## src/rtl/sum_sequencer.sv

```systemverilog
// Sum sequencer: captures a target on a start press, then on each tick adds the
// next integer into a saturating accumulator that feeds the 3-digit display.
//
// state | meaning
// IDLE  | waiting for a start press
// LOAD  | one cycle: sample num, clear count/accum/overflow
// RUN   | each tick adds count+1 into accum until target terms are summed
// DONE  | result held; a new start press begins another run
module sum_sequencer #(
    parameter int N_W      = 6,
    parameter int ACC_W    = 10,
    parameter int MAX_DISP = 999
) (
    input  logic             clk,
    input  logic             rst,
    input  logic             tick,
    input  logic             start,
    input  logic             abort,
    input  logic [N_W-1:0]   num,
    output logic [N_W-1:0]   count,
    output logic [ACC_W-1:0] accum,
    output logic             busy,
    output logic             done,
    output logic             overflow,
    output logic [1:0]       status_led
);

    typedef enum logic [1:0] {
        IDLE = 2'd0,
        LOAD = 2'd1,
        RUN  = 2'd2,
        DONE = 2'd3
    } state_t;

    localparam logic [ACC_W-1:0] MAX_ACC = ACC_W'(MAX_DISP);

    state_t           state, state_nxt;
    logic [N_W-1:0]   target, target_nxt;
    logic [N_W-1:0]   count_nxt, count_inc;
    logic [ACC_W-1:0] accum_nxt;
    logic             overflow_nxt;
    logic [ACC_W:0]   sum;
    logic             start_q1, start_q2, start_q3;
    logic             start_rise;

    // q1/q2 resolve metastability; q3 remembers the previous level for edge detect
    always_ff @(posedge clk or negedge rst) begin
        if (!rst) begin
            start_q1 <= 1'b0;
            start_q2 <= 1'b0;
            start_q3 <= 1'b0;
        end else begin
            start_q1 <= start;
            start_q2 <= start_q1;
            start_q3 <= start_q2;
        end
    end

    assign start_rise = start_q2 & ~start_q3;

    always_ff @(posedge clk or negedge rst) begin
        if (!rst) begin
            state    <= IDLE;
            target   <= '0;
            count    <= '0;
            accum    <= '0;
            overflow <= 1'b0;
        end else begin
            state    <= state_nxt;
            target   <= target_nxt;
            count    <= count_nxt;
            accum    <= accum_nxt;
            overflow <= overflow_nxt;
        end
    end

    assign count_inc = count + 1'b1;
    // one extra bit so accum + (count+1) cannot wrap before the saturation compare
    assign sum = {1'b0, accum} + {{(ACC_W + 1 - N_W){1'b0}}, count_inc};

    always_comb begin
        state_nxt    = state;
        target_nxt   = target;
        count_nxt    = count;
        accum_nxt    = accum;
        overflow_nxt = overflow;
        case (state)
            IDLE: begin
                if (start_rise) state_nxt = LOAD;
            end
            LOAD: begin
                target_nxt   = num;
                count_nxt    = '0;
                accum_nxt    = '0;
                overflow_nxt = 1'b0;
                state_nxt    = (num == '0) ? DONE : RUN;
            end
            RUN: begin
                if (tick) begin
                    count_nxt = count_inc;
                    if (sum > {1'b0, MAX_ACC}) begin
                        accum_nxt    = MAX_ACC;
                        overflow_nxt = 1'b1;
                    end else begin
                        accum_nxt = sum[ACC_W-1:0];
                    end
                    if (count_inc == target) state_nxt = DONE;
                end
            end
            DONE: begin
                if (start_rise) state_nxt = LOAD;
            end
            default: state_nxt = IDLE;
        endcase
        if (abort) begin
            state_nxt    = IDLE;
            count_nxt    = '0;
            accum_nxt    = '0;
            overflow_nxt = 1'b0;
        end
    end

    assign busy       = (state == LOAD) || (state == RUN);
    assign done       = (state == DONE);
    assign status_led = (state == DONE) ? {1'b1, overflow} :
                        busy            ? 2'b01 : 2'b00;

endmodule

```

## config.mk

```make
export PLATFORM = sky130hd
export DESIGN_NAME = sum_sequencer
export DESIGN_NICKNAME = d
export VERILOG_FILES = /design/src/rtl/sum_sequencer.sv
export SDC_FILE = /design/constraint.sdc
export NUM_CORES = 1
export LEC_CHECK = 0
export ABC_AREA = 1
export CORE_MARGIN = 2
export CORE_UTILIZATION = 40
export CTS_CLUSTER_SIZE = 40
export DETAILED_ROUTE_END_ITERATION = 8
export SLEW_MARGIN = 20
export SYNTH_ARGS = -nofsm -noshare
export SYNTH_HDL_FRONTEND = slang
export SYNTH_SLANG_ARGS = --single-unit
```

## constraint.sdc

```tcl
create_clock -name clk -period 5.4 [get_ports clk]
set_input_delay 1.08 -clock clk [delete_from_list [all_inputs] [get_ports clk]]
set_output_delay 1.08 -clock clk [all_outputs]
set_load 0.03 [all_outputs]
```

======== Yosys cells after proc, flatten, opt, wreduce, memory -nomap -nowiden ========
Cells that the tools add are included.
word-level totals
  word-level logic and storage cells ...... 48
  register bits after elaboration ......... 28
  output and inout port bits .............. 21
  bits of input ports ..................... 11
cells by class
  $lt $le $gt $ge ......................... 1
  eq/ne operators ......................... 8
  mux-type cells .......................... 19
  reductions and logical operators ........ 8
  bitwise gates (word level) .............. 2
  add/sub/neg operators ................... 2
operators by type and width
  kind                  count
  $mux 10               3
  $pmux 10 s2           1
  $mux 6                2
  $pmux 6 s2            1
  $add 10x6->11         1
  $gt 11x10->1 const B  1
  $mux 2                5
  $ne 3x3->1 const B    3
  $add 6x1->6 const B   1
  $eq 6x6->1            1
  $logic_not 6->1       1
  $pmux 2 s3            1
  $reduce_and 3->1      2
  $mux 1                5
  $eq 2x2->1 const B    2
  $ne 3x1->1 const B    1
  $reduce_bool 3->1     1
  $eq 2x1->1 const B    1
  $logic_not 2->1       1
  $pmux 1 s2            1
  $reduce_and 2->1      1
  $reduce_or 2->1       1
  $and 1x1->1           1
  $logic_or 1x1->1      1
  $not 1->1             1

======== Longest topological paths before layout ========
  word-level depth ........................ 7
  mapped depth ............................ 19
  depth with buffers taken out ............ 19

======== Worst setup path before layout ========
No wires, ideal clock.
  path type ............................... register to output
  start ................................... register state[0]
  end ..................................... output status_led[0]
  stages on the path, launching flop included .. 3
  required time ........................... 4.320 ns
  setup slack ............................. 2.849 ns
  arrival ................................. 1.471 ns
  path buffers ............................ 0
  cell sequence ........................... dfrtp_1 ha_1 o21ai_0
on the way
  elaborated cells on any way between the ends .. 6
RTL lines
  what                      RTL line  RTL
  start: declaration        37        state_t state, state_nxt;
  start signal: assignment  69        state <= state_nxt;
  $eq 2x2->1                -
  net done                  23        output logic done,
  $mux 2                    125       assign status_led = (state == DONE) ? {1'b1, overflow} :
  end: declaration          25        output logic [1:0] status_led
The timed path passes the listed nets, and every way through them passes these cells.

======== Final worst setup path ========
  start ................................... register state[0]
  end ..................................... output status_led[0]
on the way
  longest elaborated chain between the ends .. 4
  elaborated cells on any way between the ends .. 6
RTL lines
  what                                             RTL line  RTL
  $eq 2x1->1 / $eq 2x2->1 (equally long branches)  123       assign busy = (state == LOAD) || (state == RUN);
  $logic_or 1x1->1                                 123
  $mux 1                                           126       busy ? 2'b01 : 2'b00;
  $mux 2 *                                         125
Mark *: on every way between the ends. The rest lies on a longest branch, timed or not.

==> run_results.csv <==
group,metric,value,unit
timing,rsz0062_at_grt,"false",
critical_path,timing.reg2reg.worst_path_depth,16,
flow_run,max-cap-violations,0,
detailed_routing,initialDrtViolationCount,71,
critical_path,crit_path_max_fanout,4,
finish,multi_input_comb_area,1020,um2
power_and_ir_drop,vdd.ir_drop.worst,0.202,mV
timing,finalCritPeriodShare,55.4,%
clock_tree,tritoncts,"done",
synthesis,post-synth-top-count-cell,"nand2_1",
finish,final_cell_area,2320,um2
synthesis,yosysUniqueCellTypes,29,
critical_path,crit_path_end_kind,"primary output",
place,numPlacedInstances,342,
finish,layout.nets,316,
synthesis,synth_largest_type_area_fraction,36.9,%
critical_path,crit_arrival,1.91,ns
power_and_ir_drop,design_power_total,0.672,mW
power_and_ir_drop,cellLeakagePower,1.15,nW
detailed_routing,detailroute.via_count,1683,
clock_tree,cts.sink_count,28,
critical_path,rr_startpoint,"count[0]$_DFFE_PN0P_",
die,ioPinCount,32,
critical_path,cp_class,"register to primary output",
timing,period_needed,2.99,ns
finish,drive_gt1_share,10.6,%
min_path,min_delay_path_depth,0,
synthesis,synth_seq_area_share,36.9,%
detailed_routing,viasPerCell,4.86,
place,port_buffers,31,
critical_path,required,4.32,ns
timing,finalHoldViolations,0,
synthesis,synth.cells.most_frequent,"nand2_1, inv_1, dfrtp_1, nor2_1, nand3_1",
synthesis,ys_ff_latch,28,
detailed_routing,drcViolationCount,0,
synthesis,synth_largest_area_cell,"dfrtp_1",
timing,max_clock_freq,334,MHz
place,gp_congestion,0.781,
clock_tree,worstSkewPairLatency,0.28,ns
timing,clock-skew-final,0.00541,ns
finish,diodes_inserted,0,
clock_tree,cts_resized,0,
die,core.rowCount,25,
timing,setup-violations-final,0,
synthesis,syn_nets,282,
clock_tree,cts_bufs_inserted,3,
detailed_routing,wl_per_cell,12.0,um
synthesis,ys_warn_count,0,
detailed_routing,antenna_left,0,
clock_tree,clk_root_buffer_cell,"clkbuf_8",
critical_path,r2r-end,"accum[3]$_DFFE_PN0P_",
synthesis,synth-async-reset-ratio,100,%
critical_path,kind_of_launch_point_of_the_worst_setup_path,"register",
die,floorplan.die_area,5310,um2
die,chipWidth,72.9,um
min_path,min-delay-path-class,"register to register",
clock_tree,postCtsSetupRepairBufs,0,
synthesis,ranking_of_synthesized_cells_by_area,"dfrtp_1, nand2_1, inv_1",
die,floorplan.initialDensity,40.7,%
clock_tree,htree_levels,1,
global_routing,antenna_found_initial,0,
clock_tree,holdBufCountCts,0,
global_routing,grt_usage,16.8,%
detailed_routing,detail_route.first_pass.iterations,4,
place,detailed_place_hpwl,3350,um
timing,slew_viol_final,0,
synthesis,synth_enable_flop_cells,0,
status,run_status,"completed",
global_routing,grt_max_degree,29,
finish,areaGrowthSynthToFinish,22.4,%
clock_tree,clk_pin_slew,0.09,ns
die,placeableCoreArea,4660,um2
timing,max-slew-margin-rel,41.0,%
synthesis,dominantRegCellSynth,"dfrtp_1",
timing,fin_tns_setup,0,ns
timing,tightest_slew,0.885,ns
global_routing,gr-total-overflow,0,
detailed_routing,drt-total-wl,4140,um
finish,area_taken_by_flip_flops_and_latches,701,um2
min_path,worstHoldEndpoint,"start_q2$_DFF_PN0_",
synthesis,postSynthAreaPerCell,7.33,um2
die,die_height,72.9,um
place,place_area,2270,um2
finish,instances_no_fill,346,
critical_path,setup.reg_to_reg.worst_slack,2.74,ns
global_routing,first_global_vias,1534,
min_path,hold_path.startpoint,"start_q1$_DFF_PN0_",
finish,nFillCells,470,
finish,post_route_utilization,49.9,%
power_and_ir_drop,power_per_cell_area,289,nW/um2
synthesis,syn_inst,259,
clock_tree,ctsLongestPathBuffers,2,
synthesis,synth.cell_area,1900,um2
global_routing,wire_length_of_the_first_global_routing_pass,6930,um
[how the worst max path moves through the flow]
stage,from,end,slack [ns],cells after the start
2_1_floorplan,state[0]$_DFFE_PN0P_,status_led[0],2.85,2
3_5_place_dp,abort,count[5]$_DFFE_PN0P_,2.09,6
6_report,state[0]$_DFFE_PN0P_,status_led[0],2.41,4
5_1_grt,abort,accum[9]$_DFFE_PN0P_,2.16,6
4_1_cts,state[0]$_DFFE_PN0P_,status_led[0],2.39,4
3_3_place_gp,abort,overflow$_DFFE_PN0P_,2.24,7
[cell type report]
class                      instances  share of cell area, %
timing repair buffer              32                   13.7
sequential                        28                   30.2
multi-input combinational        184                   43.8
inverter                          44                   7.11
tap                               54                   2.91
clock buffer                       4                   2.37
[placed cells by master (no fill, tap or decap), drive strengths merged, types with 2 or more instances in the layout]
cell type	netlist	routed
a21oi	10	10
inv	43	43
nand2	87	87
ha	11	11
nor2	22	22
xnor2	2	2
o21ai	15	15
clkbuf	2	4
xor2	4	4
clkdlybuf4s50	0	31
dfrtp	28	28
nand3b	2	2
o22ai	8	8
nand4	3	3
nand3	17	17
[sequential cells by signal, indices dropped and copies added (netlist names)]
name      flops
start_q1      1
start_q2      1
overflow      1
start_q3      1
accum        10
count         6
state         2
target        6
[worst max-delay path, stage by stage, from the launching register on]
cell and delay, ns:
dfrtp_1 0.40, inv_1 0.06, ha_1 0.33, o21ai_0 0.17
clkdlybuf4s50_1 0.69
[routing by layer]
| layer | vias to the layer above | GRT usage [%] | part of all wire, % |
|---|---|---|---|
| met5 | - | 0 | 0 |
| met4 | 0 | 5.76 | 1.4 |
| met3 | 5 | 2.35 | 3.2 |
| met2 | 29 | 27.3 | 47 |
| met1 | 769 | 23.0 | 48 |
| li1 | 880 | - | - |
[through the flow]
stage	hold WS [ns]	setup WS (ns)
2_1_floorplan	0.331	2.85
3_5_place_dp	0.337	2.09
3_3_place_gp	0.353	2.24
4_1_cts	0.369	2.39
6_report	0.365	2.41
5_1_grt	0.386	2.16
[kinds of logic (layout without fill, tap and decap cells)]
| kind of cell | Yosys count | after routing | share of synthesized area, % |
|---|---|---|---|
| adder cells (fa/ha/maj) | 12 | 12 | 8.31 |
| AND/OR/NAND/NOR | 132 | 132 | 32.3 |
| XOR/XNOR | 6 | 6 | 3.16 |
| AO/OA/AOI/OAI | 34 | 34 | 9.82 |
| buffers and inverters | 47 | 80 | 9.49 |
| flip-flops | 28 | 28 | 36.9 |
[power by group]
group / internal (mW) / switching, mW
sequential: 0.243 / 0.0250
clock: 0.0653 / 0.0653
combinational: 0.101 / 0.172
No activity file was read; power rests on OpenSTA's default activity.
